===== src/rtl/hns_sched_pkg.sv =====
// hns_sched_pkg: shared FSM encoding, requester ids and defaults for hns_job_scheduler.
package hns_sched_pkg;
  typedef enum logic [2:0] {
    IDLE    = 3'd0,
    ARB     = 3'd1,
    LOAD    = 3'd2,
    START   = 3'd3,
    RUN     = 3'd4,
    CAPTURE = 3'd5,
    REPORT  = 3'd6,
    HOLD    = 3'd7
  } sched_state_e;
  localparam logic REQ_UART = 1'b0;
  localparam logic REQ_SPI  = 1'b1;
  localparam int unsigned CHUNK_DEF        = 256;
  localparam int unsigned BUSY_TIMEOUT_DEF = 1024;
endpackage


===== src/rtl/hns_rr_arbiter.sv =====
// hns_rr_arbiter: 2-way round-robin grant; pointer moves past the requester granted on adv_i.
module hns_rr_arbiter
  import hns_sched_pkg::*;
(
  input  logic       clk_100m,
  input  logic       reset_n,
  input  logic [1:0] req_i,
  input  logic       adv_i,
  output logic       gnt_id_o,
  output logic       any_o
);
  logic ptr_q;
  assign any_o    = |req_i;
  assign gnt_id_o = req_i[ptr_q] ? ptr_q : ~ptr_q;
  always_ff @(posedge clk_100m or negedge reset_n)
    if (!reset_n) ptr_q <= REQ_UART;
    else if (adv_i && any_o) ptr_q <= (gnt_id_o == REQ_SPI) ? REQ_UART : REQ_SPI;
endmodule


===== src/rtl/hns_job_scheduler.sv =====
// hns_job_scheduler: arbitrates UART/SPI mining jobs and feeds them to the ASIC in CHUNK-sized slices.
// Optional busy-handshake watchdog enabled by defining HNS_SCHED_TIMEOUT_EN.
module hns_job_scheduler
  import hns_sched_pkg::*;
#(
  parameter int unsigned CHUNK        = CHUNK_DEF,
  parameter int unsigned BUSY_TIMEOUT = BUSY_TIMEOUT_DEF
) (
  input  logic         clk_100m,
  input  logic         reset_n,
  input  logic [1:0]   req_valid,
  output logic [1:0]   req_ready,
  input  logic [511:0] req_header,
  input  logic [63:0]  req_start,
  input  logic [63:0]  req_range,
  output logic [255:0] job_header,
  output logic [31:0]  start_nonce,
  output logic [31:0]  nonce_range,
  output logic         mining_enable,
  input  logic         pipeline_busy,
  input  logic         thermal_throttle,
  input  logic         hns_valid,
  input  logic [31:0]  hns_phi,
  output logic         res_valid,
  input  logic         res_ready,
  output logic         res_id,
  output logic [31:0]  res_nonce,
  output logic [31:0]  res_phi,
  output logic [2:0]   sched_state,
  output logic         err_timeout
);
  localparam logic [31:0] CHUNK_W = 32'(CHUNK);
  sched_state_e state_q;
  logic [255:0] hdr_q;
  logic [31:0]  nonce_q, rem_q, res_nonce_q, res_phi_q, slice;
  logic         id_q, res_id_q, arb_id, arb_any;
  hns_rr_arbiter u_arb (
    .clk_100m (clk_100m),
    .reset_n  (reset_n),
    .req_i    (req_valid),
    .adv_i    (state_q == ARB),
    .gnt_id_o (arb_id),
    .any_o    (arb_any)
  );
  assign slice         = (rem_q < CHUNK_W) ? rem_q : CHUNK_W;
  assign req_ready     = (state_q == ARB && arb_any) ? (2'b01 << arb_id) : 2'b00;
  assign job_header    = hdr_q;
  assign start_nonce   = nonce_q;
  assign nonce_range   = slice;
  assign mining_enable = (state_q == START) || (state_q == RUN);
  assign res_valid     = state_q == REPORT;
  assign res_id        = res_id_q;
  assign res_nonce     = res_nonce_q;
  assign res_phi       = res_phi_q;
  assign sched_state   = state_q;
`ifdef HNS_SCHED_TIMEOUT_EN
  localparam int TW = $clog2(BUSY_TIMEOUT + 1);
  logic [TW-1:0] tmo_q;
  logic          err_q;
  wire           tmo_hit = tmo_q == TW'(BUSY_TIMEOUT - 1);
  assign err_timeout = err_q;
`else
  assign err_timeout = 1'b0;
`endif
  always_ff @(posedge clk_100m or negedge reset_n)
    if (!reset_n) begin
      state_q     <= IDLE;
      hdr_q       <= '0;
      nonce_q     <= '0;
      rem_q       <= '0;
      id_q        <= REQ_UART;
      res_id_q    <= REQ_UART;
      res_nonce_q <= '0;
      res_phi_q   <= '0;
`ifdef HNS_SCHED_TIMEOUT_EN
      tmo_q       <= '0;
      err_q       <= 1'b0;
`endif
    end else begin
`ifdef HNS_SCHED_TIMEOUT_EN
      tmo_q <= '0;
`endif
      case (state_q)
        IDLE: if (|req_valid) state_q <= ARB;
        ARB: begin
          hdr_q   <= req_header[{arb_id, 8'd0} +: 256];
          nonce_q <= req_start[{arb_id, 5'd0} +: 32];
          rem_q   <= req_range[{arb_id, 5'd0} +: 32];
          id_q    <= arb_id;
          state_q <= (arb_any && req_range[{arb_id, 5'd0} +: 32] != '0) ? LOAD : IDLE;
        end
        LOAD: state_q <= thermal_throttle ? HOLD : START;
        HOLD: if (!thermal_throttle) state_q <= LOAD;
        START:
          if (pipeline_busy) state_q <= RUN;
`ifdef HNS_SCHED_TIMEOUT_EN
          else if (tmo_hit) begin
            state_q <= IDLE;
            err_q   <= 1'b1;
          end else tmo_q <= tmo_q + 1'b1;
`endif
        RUN:
          if (!pipeline_busy) state_q <= CAPTURE;
`ifdef HNS_SCHED_TIMEOUT_EN
          else if (tmo_hit) begin
            state_q <= IDLE;
            err_q   <= 1'b1;
          end else tmo_q <= tmo_q + 1'b1;
`endif
        CAPTURE:
          if (hns_valid) begin
            res_phi_q   <= hns_phi;
            res_nonce_q <= nonce_q;
            res_id_q    <= id_q;
            state_q     <= REPORT;
          end
        REPORT:
          if (res_ready) begin
            nonce_q <= nonce_q + slice;
            rem_q   <= rem_q - slice;
            state_q <= (rem_q == slice) ? IDLE : LOAD;
          end
      endcase
    end
endmodule


===== config.mk =====
export PLATFORM = sky130hd
export DESIGN_NAME = hns_job_scheduler
export DESIGN_NICKNAME = d
export VERILOG_FILES = /design/src/rtl/hns_sched_pkg.sv /design/src/rtl/hns_rr_arbiter.sv /design/src/rtl/hns_job_scheduler.sv
export SDC_FILE = /design/constraint.sdc
export NUM_CORES = 1
export LEC_CHECK = 0
export BUFFER_PORTS_ARGS = -buffer_cell sky130_fd_sc_hd__buf_2
export CAP_MARGIN = 15
export CORE_AREA = 5 5 414 416
export CTS_CLUSTER_DIAMETER = 150
export DETAILED_ROUTE_END_ITERATION = 8
export DIE_AREA = 0 0 419 421
export GPL_ROUTABILITY_DRIVEN = 0
export SETUP_SLACK_MARGIN = 0.15
export SYNTH_ARGS = -nofsm -noshare
export SYNTH_HDL_FRONTEND = slang
export SYNTH_SLANG_ARGS = --single-unit

===== constraint.sdc =====
create_clock -name clk_100m -period 4 [get_ports clk_100m]
set_input_delay 0.2 -clock clk_100m [delete_from_list [all_inputs] [get_ports clk_100m]]
set_output_delay 0.2 -clock clk_100m [all_outputs]
set_load 0.02 [all_outputs]

==> impl_metrics.json <==
{
  "maxSlewViolCount": 0,
  "finalNonFillerCells": 6062,
  "vias_per_cell": 3.96,
  "die_w_um": 419,
  "cts_inserted_buffers": 53,
  "gr-total-overflow": 0,
  "synth-warning-count": 0,
  "hp-class": "input pin to flop",
  "setup_violations": 0,
  "synthAdderAreaFrac_pct": 2.07,
  "synth_top_family_by_area": "multiplexers",
  "clkTransAtPathRegs_ns": 0.06,
  "dr_wl_met2_mm": 66.8,
  "slew_headroom_pct": 28.8,
  "antenna_found_initial": 171,
  "dpl.hpwl_mm": 116,
  "cp-startpoint": "rem_q[25]",
  "die-area_um2": 176000,
  "drive_gt1_share_pct": 35.4,
  "period_share_pct": 98.7,
  "num_rows": 150,
  "ys_types": 73,
  "clock-root-buffer": "clkbuf_16",
  "track_usage_pct": 15.6,
  "synth_edf_count": 0,
  "r2r_start": "rem_q[25]",
  "portBuffers": 1048,
  "clockBufferDepth": 3,
  "num_vias": 24025,
  "postLayoutCoreUtil_pct": 22.1,
  "synth_cells": 2058,
  "worstPathArrival_ns": 4.48,
  "worstPathRequired_ns": 4.53,
  "crit_top_cell": "o211ai_1",
  "die_h_um": 421,
  "grt_max_degree": 183,
  "outcome": "finished, final reports clean",
  "area_delta_synth_final_pct": 81.6,
  "routedLengthMet1_mm": 51.7,
  "drt_iter0_drc": 1877,
  "dpl_cell_area_um2": 28500,
  "grt_pass1_vias": 23843,
  "slowest_stage": "or4_4",
  "cts_tree": "done",
  "fill_cells": 18002,
  "synth-seq-area-share_pct": 48.0,
  "wl_per_cell_um": 23.9,
  "synth_area_um2": 20300,
  "cellPowerDensity_nw_per_um2": 726,
  "wl_met3_mm": 18.3,
  "synth-async-reset-ratio_pct": 100,
  "synth.avg_cell_area_um2": 9.88,
  "synth-simple-area-share_pct": 10.8,
  "clk_latency_ns": 0.66,
  "firstDrtPassIters": 5,
  "postRouteWirelength_mm": 145,
  "nNetsFinal": 4440,
  "cts_sinks": 390,
  "tns_ns": 0,
  "grt_setup_unrepaired": "true",
  "p_leak_uw": 0.0175,
  "ir_drop_mv": 0.365,
  "synthXorXnorAreaFrac_pct": 0.948,
  "synth_mux_area_share_pct": 19.6,
  "htreeDepth": 2,
  "finish.instance_area_um2": 36900,
  "fmax_mhz": 253,
  "drtAntennaViolNets": 0,
  "hold_start": "req_range[43]",
  "finalClockSkew_ns": 0.0410,
  "finalHoldViolCount": 0,
  "synth_compound_area_share_pct": 14.7,
  "ioPinCount": 1073,
  "start_util_pct": 12.2,
  "ys.flop_type": "dfrtp_1",
  "drv_cap": 0,
  "critPathMaxFanout": 5,
  "placed_cells": 5255,
  "cpPeakStageDelay_ns": 0.58,
  "startpoint_type": "flop",
  "path_cells": "or4_4, nor4_4, and3_4, and2b_2, and2_2, ha_1, o211ai_1, o211ai_1, buf_4, a41oi_4, o21a_1, o21ai_4, a211o_1, xnor2_1, a221oi_1",
  "crit_type": "flop to flop",
  "end_kind": "flop",
  "period_minus_slack_ns": 3.95,
  "worstMarginPinSlew_ns": 1.07,
  "drc_errors": 0,
  "grt_pass1_wl_mm": 193,
  "ys_ff_latch": 390,
  "fp.coreArea_um2": 167000,
  "highest_layer": "met5"
}
## state kept, by name (all words and copies together), names as in the netlist
register and flops:
job_header 256, rem_q 32, res_nonce 32, res_phi 32, start_nonce 32, sched_state 3
id_q 1, res_id 1, u_arb.ptr_q 1
## per-layer routing
layer,vias to the layer above,track usage [%]
li1,10718,-
met1,11516,16.9
met2,1285,25.4
met3,426,7.98
met4,80,6.84
met5,-,0
## synthesized netlist by cell type (8+ instances only)
cell / instances / area (µm²)
a21o_1: 15 / 113
o211ai_1: 14 / 105
nand4_1: 10 / 62.6
dfrtp_1: 390 / 9760
a21oi_1: 93 / 465
buf_2: 21 / 105
nor3_1: 24 / 120
buf_1: 23 / 86.3
xnor2_1: 13 / 114
nor2_1: 87 / 327
nand2_1: 324 / 1220
and2_1: 11 / 68.8
ha_1: 32 / 400
o21ai_1: 15 / 75.1
mux2_2: 73 / 822
o21ai_0: 315 / 1580
clkbuf_1: 92 / 345
o31ai_1: 8 / 60.1
xor2_1: 9 / 78.8
a211oi_1: 9 / 67.6
buf_4: 24 / 180
a31oi_1: 9 / 56.3
nand3_1: 14 / 70.1
mux2i_1: 315 / 3150
inv_1: 13 / 48.8
## worst max-delay path, delay by kind of cell (launching register included)
kind            cells  cell delay, ns
compound gates      7            1.43
fa+ha+maj           1            0.26
flops               1            0.39
buf+inv             1            0.16
xor+xnor            1            0.13
simple gates        5            1.48
## cells in the final DEF, fill, tap and decap left out, drive strengths merged, types with 6 or more instances in the layout
master	n
buf	1122
dlygate4sd3	606
dfrtp	390
o21ai	331
nand2	325
mux2i	315
a21oi	94
nor2	88
diode	86
mux2	74
clkbuf	68
conb	47
ha	32
nor3	24
inv	22
a21o	15
o211ai	14
nand3	14
xnor2	13
clkinv	13
and2	11
nand4	10
a211oi	10
xor2	9
a31oi	9
o31ai	9
bufinv	8
nor4	8
nand2b	7
o22ai	7
or3	6
## worst paths after layout
path	cells after the start	to	slack, ns
min in group asynchronous	2	res_phi[24]	0.11
max reg2reg	15	start_nonce[26]	0.05
min	5	rem_q[11]	0.07
max in group asynchronous	3	job_header[181]	2.61
min reg2reg	2	job_header[202]	0.47
max	15	start_nonce[26]	0.05
## power breakdown
| part | switching, µW | internal [µW] | total, µW |
|---|---|---|---|
| logic | 8660 | 5550 | 14200 |
| clock network | 2150 | 3100 | 5240 |
| registers | 1420 | 5940 | 7360 |
## final cells by class
cell class | count | area (µm²) | area share [%]
Timing Repair Buffer | 1728 | 12000 | 32.6
Multi-Input combinational cell | 1539 | 10200 | 27.6
Sequential cell | 390 | 9760 | 26.4
Tap cell | 2204 | 2760 | 7.47
Clock buffer | 68 | 1440 | 3.91
Clock inverter | 32 | 438 | 1.19
Antenna cell | 86 | 215 | 0.583
Inverter | 15 | 56.3 | 0.152
## what timing repair did
item	in CTS	in global routing
hold buffers	606	0
gates cloned	1	0
setup endpoints to repair	11	20
pin swaps	12	17
gates resized for setup	11	17
endpoints found under the hold margin	388	0
buffers inserted	6	8
## metrics by stage
step | worst slack, ns | hold WS (ns) | total power [µW]
3_5_place_dp | -0.0583 | 0.282 | 20000
5_1_grt | -0.123 | 0.0594 | 28400
6_report | 0.0509 | 0.0681 | 26800
3_3_place_gp | 0.0210 | 0.271 | 19800
2_1_floorplan | 0.123 | -0.0956 | 14900
4_1_cts | 0.0835 | 0.0000680 | 26800
## kinds of logic after synthesis
logic type | Yosys count
AOI/OAI and AO/OA | 532
xor gates and xnor gates | 22
adders and majority gates | 33
buffers and inverters | 175
DFF | 390
muxes | 389
other | 2
and+or+nand+nor | 515
No activity file was read; power rests on OpenSTA's default activity.
